[config.mk]
export PLATFORM = sky130hd
export DESIGN_NAME = exe_stall_ctrl
export DESIGN_NICKNAME = d
export VERILOG_FILES = /design/src/rtl/exe_stall_ctrl_pkg.sv /design/src/rtl/exe_stall_ctrl_lu_hazard_det.sv /design/src/rtl/exe_stall_ctrl.sv
export SDC_FILE = /design/constraint.sdc
export NUM_CORES = 1
export LEC_CHECK = 0
export ABC_AREA = 1
export CAP_MARGIN = 0
export CORE_ASPECT_RATIO = 1.4
export CORE_MARGIN = 1
export CORE_UTILIZATION = 38
export DETAILED_ROUTE_END_ITERATION = 10
export PLACE_DENSITY = 0.83
export SLEW_MARGIN = 10
export SYNTH_ARGS = -nofsm -noshare
export SYNTH_HDL_FRONTEND = slang
export SYNTH_SLANG_ARGS = --single-unit
[constraint.sdc]
create_clock -name clk -period 1.7 [get_ports clk]
set_input_delay 0.255 -clock clk [delete_from_list [all_inputs] [get_ports clk]]
set_output_delay 0.255 -clock clk [all_outputs]
set_load 0.02 [all_outputs]
[src/rtl/exe_stall_ctrl_pkg.sv]
// ----------------------------------------------------------------------------
// exe_stall_ctrl_pkg
// Shared pipeline definitions used by the EXE stall/flush controller:
//   - div_state_e : divide sequencer state encoding (IDLE/BUSY/DONE)
//   - LOAD_NONE   : load_type value meaning "not a load"
//   - REG_IDX_W   : register-index width
//   - is_load()   : helper that classifies a load_type field
// ----------------------------------------------------------------------------
package exe_stall_ctrl_pkg;

    localparam int REG_IDX_W   = 5;
    localparam int LOAD_TYPE_W = 4;

    localparam logic [LOAD_TYPE_W-1:0] LOAD_NONE = 4'd0;

    typedef enum logic [1:0] {
        DIV_IDLE = 2'd0,
        DIV_BUSY = 2'd1,
        DIV_DONE = 2'd2
    } div_state_e;

    // Any nonzero load_type encodes some flavour of load.
    function automatic logic is_load(input logic [LOAD_TYPE_W-1:0] load_type);
        return (load_type != LOAD_NONE);
    endfunction

endpackage

[src/rtl/exe_stall_ctrl_lu_hazard_det.sv]
// ----------------------------------------------------------------------------
// lu_hazard_det
// Purely combinational load-use hazard detector. Flags when the instruction
// in EXE is a load writing a nonzero register that the instruction in ID
// reads through rs or rt.
// Ports:
//   exe_load_type  in  4  load type of the EXE instruction (0 = not a load)
//   exe_wreg       in  1  EXE instruction writes the register file
//   exe_rt         in  5  load destination register
//   id_rs, id_rt   in  5  source registers of the ID instruction
//   lu_hazard      out 1  load-use hazard present
// ----------------------------------------------------------------------------
module lu_hazard_det
    import exe_stall_ctrl_pkg::*;
(
    input  logic [LOAD_TYPE_W-1:0] exe_load_type,
    input  logic                   exe_wreg,
    input  logic [REG_IDX_W-1:0]   exe_rt,
    input  logic [REG_IDX_W-1:0]   id_rs,
    input  logic [REG_IDX_W-1:0]   id_rt,
    output logic                   lu_hazard
);

    logic rt_nonzero_s;
    logic rt_match_s;

    // Compare the load destination against both ID sources; r0 never hazards.
    always_comb begin
        rt_nonzero_s = (exe_rt != 5'd0);
        rt_match_s   = (exe_rt == id_rs) || (exe_rt == id_rt);
        lu_hazard    = is_load(exe_load_type) & exe_wreg & rt_nonzero_s & rt_match_s;
    end

endmodule

[src/rtl/exe_stall_ctrl.sv]
// ----------------------------------------------------------------------------
// exe_stall_ctrl
// Stall/flush controller for the ID->EXE->MEM boundary. Sequences the
// iterative divider for a divide sitting in EXE (IDLE/BUSY/DONE with a
// watchdog), detects load-use hazards between EXE and ID, and drives the
// hold/bubble controls of the front end, ID/EXE and EXE/MEM registers.
// Outputs are combinational from state and inputs and forced to 0 while
// rst_n is low.
//
// Optional feature: define STALL_PERF_CNT_EN to build a 32-bit counter of
// cycles with stall_front=1 (wraps, cleared only by rst_n). Without it,
// stall_cycles is tied to 0.
//
// Ports:
//   clk, rst_n                  clock (rising edge), async active-low reset
//   irq                         flush request, overrides every stall
//   ext_stall                   downstream (MEM) hold request
//   ID_EXE_is_div_data          EXE instruction is a divide
//   ID_EXE_is_sign_div_data     divide is signed
//   ID_EXE_load_type_data [3:0] nonzero = EXE instruction is a load
//   ID_EXE_wreg_data            EXE instruction writes the register file
//   ID_EXE_rt_data [4:0]        load destination register
//   id_rs, id_rt [4:0]          ID instruction source registers
//   div_valid                   divider result ready (pulse)
//   div_start / div_sign        divider launch pulse and signed select
//   div_abort                   divider cancel pulse
//   div_done                    HI/LO write qualifier
//   div_err                     sticky watchdog-expired flag
//   stall_front, stall0, clr0   front-end hold, ID/EXE hold, ID/EXE bubble
//   exe_mem_clr                 EXE/MEM bubble
//   stall_cycles [31:0]         stall performance counter
// ----------------------------------------------------------------------------
module exe_stall_ctrl
    import exe_stall_ctrl_pkg::*;
#(
    parameter int DIV_MAX_CYCLES = 40
)
(
    input  logic                   clk,
    input  logic                   rst_n,
    input  logic                   irq,
    input  logic                   ext_stall,
    input  logic                   ID_EXE_is_div_data,
    input  logic                   ID_EXE_is_sign_div_data,
    input  logic [LOAD_TYPE_W-1:0] ID_EXE_load_type_data,
    input  logic                   ID_EXE_wreg_data,
    input  logic [REG_IDX_W-1:0]   ID_EXE_rt_data,
    input  logic [REG_IDX_W-1:0]   id_rs,
    input  logic [REG_IDX_W-1:0]   id_rt,
    input  logic                   div_valid,
    output logic                   div_start,
    output logic                   div_sign,
    output logic                   div_abort,
    output logic                   div_done,
    output logic                   div_err,
    output logic                   stall_front,
    output logic                   stall0,
    output logic                   clr0,
    output logic                   exe_mem_clr,
    output logic [31:0]            stall_cycles
);

    localparam logic [1:0] ST_IDLE = DIV_IDLE;
    localparam logic [1:0] ST_BUSY = DIV_BUSY;
    localparam logic [1:0] ST_DONE = DIV_DONE;

    // Last BUSY count value before the watchdog fires.
    localparam logic [5:0] DIV_CNT_LAST = 6'(DIV_MAX_CYCLES - 1);

    logic [1:0] state_r;
    logic [1:0] state_nxt_s;
    logic [5:0] div_cnt_r;
    logic [5:0] div_cnt_nxt_s;
    logic       div_err_r;
    logic       div_err_nxt_s;
    logic       start_guard_r;
    logic       start_guard_nxt_s;

    logic       lu_s;
    logic       div_start_s;
    logic       div_sign_s;
    logic       div_abort_s;
    logic       div_done_s;
    logic       stall_front_s;
    logic       stall0_s;
    logic       clr0_s;
    logic       exe_mem_clr_s;

    lu_hazard_det u_lu_hazard_det (
        .exe_load_type (ID_EXE_load_type_data),
        .exe_wreg      (ID_EXE_wreg_data),
        .exe_rt        (ID_EXE_rt_data),
        .id_rs         (id_rs),
        .id_rt         (id_rt),
        .lu_hazard     (lu_s)
    );

    // Divide sequencer next-state logic and pipeline hold/bubble decode.
    always_comb begin
        state_nxt_s       = state_r;
        div_cnt_nxt_s     = div_cnt_r;
        div_err_nxt_s     = div_err_r;
        start_guard_nxt_s = 1'b0;
        div_start_s       = 1'b0;
        div_sign_s        = 1'b0;
        div_abort_s       = 1'b0;
        div_done_s        = 1'b0;
        stall_front_s     = 1'b0;
        stall0_s          = 1'b0;
        clr0_s            = 1'b0;
        exe_mem_clr_s     = 1'b0;

        if (irq) begin
            // Flush wins: drop every hold and cancel an in-flight divide.
            state_nxt_s = ST_IDLE;
            div_abort_s = (state_r != ST_IDLE);
        end else begin
            case (state_r)
                ST_IDLE: begin
                    if (ID_EXE_is_div_data && !start_guard_r) begin
                        // Divide just arrived in EXE: launch and hold it there.
                        div_start_s   = 1'b1;
                        div_sign_s    = ID_EXE_is_sign_div_data;
                        div_cnt_nxt_s = 6'd0;
                        state_nxt_s   = ST_BUSY;
                        stall_front_s = 1'b1;
                        stall0_s      = 1'b1;
                        exe_mem_clr_s = ~ext_stall;
                    end else if (ext_stall) begin
                        stall_front_s     = 1'b1;
                        stall0_s          = 1'b1;
                        // An aborted divide still parked in EXE must not relaunch.
                        start_guard_nxt_s = start_guard_r;
                    end else if (lu_s) begin
                        // One bubble: the load advances, so the hazard resolves itself.
                        stall_front_s = 1'b1;
                        clr0_s        = 1'b1;
                    end else begin
                        stall_front_s = 1'b0;
                    end
                end

                ST_BUSY: begin
                    div_cnt_nxt_s = div_cnt_r + 6'd1;
                    if (div_valid) begin
                        if (ext_stall) begin
                            // Result ready but MEM is held: park in DONE.
                            state_nxt_s   = ST_DONE;
                            stall_front_s = 1'b1;
                            stall0_s      = 1'b1;
                        end else begin
                            div_done_s  = 1'b1;
                            state_nxt_s = ST_IDLE;
                        end
                    end else if (div_cnt_r == DIV_CNT_LAST) begin
                        // Watchdog: give up, let the instruction retire without a result.
                        div_abort_s       = 1'b1;
                        div_err_nxt_s     = 1'b1;
                        state_nxt_s       = ST_IDLE;
                        stall_front_s     = ext_stall;
                        stall0_s          = ext_stall;
                        start_guard_nxt_s = ext_stall;
                    end else begin
                        stall_front_s = 1'b1;
                        stall0_s      = 1'b1;
                        exe_mem_clr_s = ~ext_stall;
                    end
                end

                ST_DONE: begin
                    if (ext_stall) begin
                        stall_front_s = 1'b1;
                        stall0_s      = 1'b1;
                    end else begin
                        div_done_s  = 1'b1;
                        state_nxt_s = ST_IDLE;
                    end
                end

                default: begin
                    state_nxt_s = ST_IDLE;
                end
            endcase
        end
    end

    // Sequencer state, watchdog counter, sticky error and relaunch guard.
    always_ff @(posedge clk or negedge rst_n) begin
        if (!rst_n) begin
            state_r       <= ST_IDLE;
            div_cnt_r     <= 6'd0;
            div_err_r     <= 1'b0;
            start_guard_r <= 1'b0;
        end else begin
            state_r       <= state_nxt_s;
            div_cnt_r     <= div_cnt_nxt_s;
            div_err_r     <= div_err_nxt_s;
            start_guard_r <= start_guard_nxt_s;
        end
    end

    // Outputs are quiet while reset is held, even though inputs may toggle.
    assign div_start   = rst_n & div_start_s;
    assign div_sign    = rst_n & div_sign_s;
    assign div_abort   = rst_n & div_abort_s;
    assign div_done    = rst_n & div_done_s;
    assign div_err     = rst_n & div_err_r;
    assign stall_front = rst_n & stall_front_s;
    assign stall0      = rst_n & stall0_s;
    assign clr0        = rst_n & clr0_s;
    assign exe_mem_clr = rst_n & exe_mem_clr_s;

`ifdef STALL_PERF_CNT_EN
    logic [31:0] stall_cycles_r;

    // Count front-end stall cycles; natural 32-bit wrap.
    always_ff @(posedge clk or negedge rst_n) begin
        if (!rst_n) begin
            stall_cycles_r <= 32'd0;
        end else if (stall_front) begin
            stall_cycles_r <= stall_cycles_r + 32'd1;
        end else begin
            stall_cycles_r <= stall_cycles_r;
        end
    end

    assign stall_cycles = stall_cycles_r;
`else
    assign stall_cycles = 32'd0;
`endif

endmodule

==> out/metrics.cfg <==
[placed_design]
dp_hpwl_um=2480
gp_congestion=0.802
dpl.cell_count=292
place_area_um2=1680
port_buffers=35

[synthesis]
synthArstFlopShare_pct=100
ys_warn_count=0
synth.cell_area_um2=1200
netlist_top_cells_count=nand2_1 (46), inv_1 (34), buf_4 (32)
synth_cells=194
synth_seq_cells=10
yosysTopAreaCell=dfrtp_1
synth_edf_count=0
synth_ff_type=dfrtp_1
synthDistinctLibCells=26
syn_avg_cell_area_um2=6.17
yosysTopAreaCellShare_pct=20.9
synth_most_common_cell=nand2_1
ys_top_cells_by_area=dfrtp_1 (21%), buf_4 (20%), nand2_1 (14%)
seq_area_frac_synth_pct=20.9

[drt]
drt_iter0_markers=34
totalWireLength_um=3830
ant_nets=0
drc=0
wl_per_cell_um=12.2
dr.pass1.iters=4
viasPerCell=4.52
via_count=1415

[floorplan]
coreArea_um2=2940
io_pins=68
die_area_um2=3380
rows=23
dieHeight_um=68.4
fp.dieW_um=49.4
start_util_pct=40.8

[pwr]
ir_drop_v=0.000654
power_leakage_nw=1.17
p_per_area_nw_per_um2=735

[layout]
n_antenna_cell=0
syn_to_final_growth_pct=73.8
utilization_pct=70.8
final_area_um2=2080
final_nets=310
finalNonFillerCells=313
drive_above_1_share_pct=36.2

[worst_setup_path]
critPathArrivalTime_ns=1.63
cp.required_ns=1.44
critical_path_peak_fanout=4
slowest_stage=dfrtp_1
cpPeakStageDelay_ns=0.41
startpoint_type=flip-flop
cp-end-kind=primary output
critPathMostFrequentCell=buf_6
crit_chain=buf_6, ha_4, buf_6, o21ai_2, nand3_1, nand2_2, buf_6, inv_2, buf_6
critical_path_class=flip-flop to primary output

[cts]
htree_num_levels=1
clockRootBuffer=clkbuf_8
path_clk_slew_ns=0.04
worstSkewPairLatency_ns=0.24
cts_tree=done
cts_buffers=3
cts_buffer_depth=2
cts.sinks=10
hold_buffers=0

[timing]
fmax_ghz=0.529
fin_setup_tns_ns=-0.849
timing.final.crit_share_pct=111
maxSlewViolCount=0
fin_crit_ns=1.89
hold_viol_final=0
fin_ws_ns=-0.189
clock_skew_ns=0.00199
setup_viol=9
hold_slack_ns=0.00894
rsz0062_at_grt=true

[status]
status=complete, but fails checks
failed_checks=setup timing

[global_route]
grt_max_degree=12
first_global_vias=1269
track_usage_pct=21.4
grt_pass1_wl_um=5300
use_met2_pct=44.2
antenna_found_initial=0
grt_overflow=0
use_met1_pct=20.9
grt_use_met3_pct=1.11
busiest_layer=met2

[hold_path]
hp-class=input pin to asynchronous set/reset pin

[flow_run]
maxCapViolations=0

report_power, final:
group	internal [mW]	total [mW]	switching, mW
clock	0.155	0.245	0.0906
sequential	0.274	0.301	0.0268
combinational	0.482	0.982	0.500
total	0.911	1.53	0.618
repair_timing:
item | CTS | global route
gates resized for setup | 69 | 53
buffers inserted | 11 | 7
setup endpoints to repair | 10 | 16
pin swaps | 7 | 21
cloned | 0 | 0
hold endpoints to repair | 0 | 0
layout by cell type, fill, tap and decap left out, types with 2 or more instances in the layout:
master | synthesis | routed
buf_4 | 32 | 37
nand2_1 | 46 | 35
conb_1 | 1 | 32
inv_1 | 34 | 29
buf_6 | 1 | 17
nor2_1 | 21 | 14
clkdlybuf4s50_1 | 0 | 13
nand3_1 | 11 | 10
dfrtp_1 | 10 | 10
nand2_2 | 1 | 9
dlymetal6s2s_1 | 0 | 7
inv_2 | 1 | 6
nor2_2 | 0 | 6
dlygate4sd2_1 | 0 | 6
o21ai_0 | 9 | 5
nor3_1 | 4 | 3
nand2_4 | 0 | 3
o21ai_1 | 1 | 3
ha_4 | 0 | 3
clkbuf_8 | 0 | 3
xnor2_1 | 2 | 2
o21ai_2 | 1 | 2
a21oi_2 | 1 | 2
a21oi_4 | 0 | 2
nand4_1 | 2 | 2
through the flow:
stage	worst slack (ns)	power (mW)
2_1_floorplan	0.00202	0.697
3_3_place_gp	-0.536	0.932
3_5_place_dp	-0.588	0.947
4_1_cts	-0.170	1.31
5_1_grt	-0.260	1.62
6_report	-0.189	1.53
worst max-delay path: cells and delay by family, from the launching register on:
family                     cells  cell delay [ns]
AOI/OAI and AO/OA              1             0.11
adders and majority gates      1             0.15
buffers and inverters          5             0.50
DFF                            1             0.41
and+or+nand+nor                2             0.21
state kept, by name (all words and copies together) (netlist names):
register       cells
div_err_r          1
div_cnt_r          6
start_guard_r      1
state_r            2
worst paths after layout:
kind | slack, ns | depth (start not counted) | from | to
min in group clk | 0.47 | 2 | div_err_r | div_err_r
hold reg to reg | 0.47 | 2 | div_err_r | div_err_r
setup / recovery | -0.19 | 9 | state_r[0] | stall0
hold / removal | 0.009 | 2 | rst_n | div_cnt_r[4]
max in group asynchronous | 1.56 | 2 | rst_n | div_err_r
setup reg to reg | -0.06 | 11 | state_r[0] | div_cnt_r[5]
per-layer routing:
| layer | vias to the layer above | part of all wire (%) |
|---|---|---|
| met1 | 640 | 35 |
| met3 | 13 | 5.1 |
| met4 | 0 | 3.8 |
| met5 | - | 0 |
| li1 | 699 | - |
| met2 | 63 | 56 |
cell type report:
| class | count | area (um2) |
|---|---|---|
| Multi-Input combinational cell | 146 | 856 |
| Clock buffer | 3 | 41.3 |
| Fill cell | 238 | 856 |
| Sequential cell | 10 | 250 |
| Tap cell | 37 | 46.3 |
| Timing Repair Buffer | 82 | 754 |
| Inverter | 35 | 131 |
kinds of logic (layout without fill, tap and decap cells):
logic type | count (synthesis) | after routing | share of synthesized area (%)
adders and majority gates | 5 | 5 | 5.23
and+or+nand+nor | 88 | 88 | 30.5
AOI/OAI and AO/OA | 19 | 19 | 9.10
other | 1 | 32 | 0.314
DFF | 10 | 10 | 20.9
buffers and inverters | 69 | 120 | 32.4
xor gates and xnor gates | 2 | 2 | 1.46
Power figures use the tool's default switching activity.
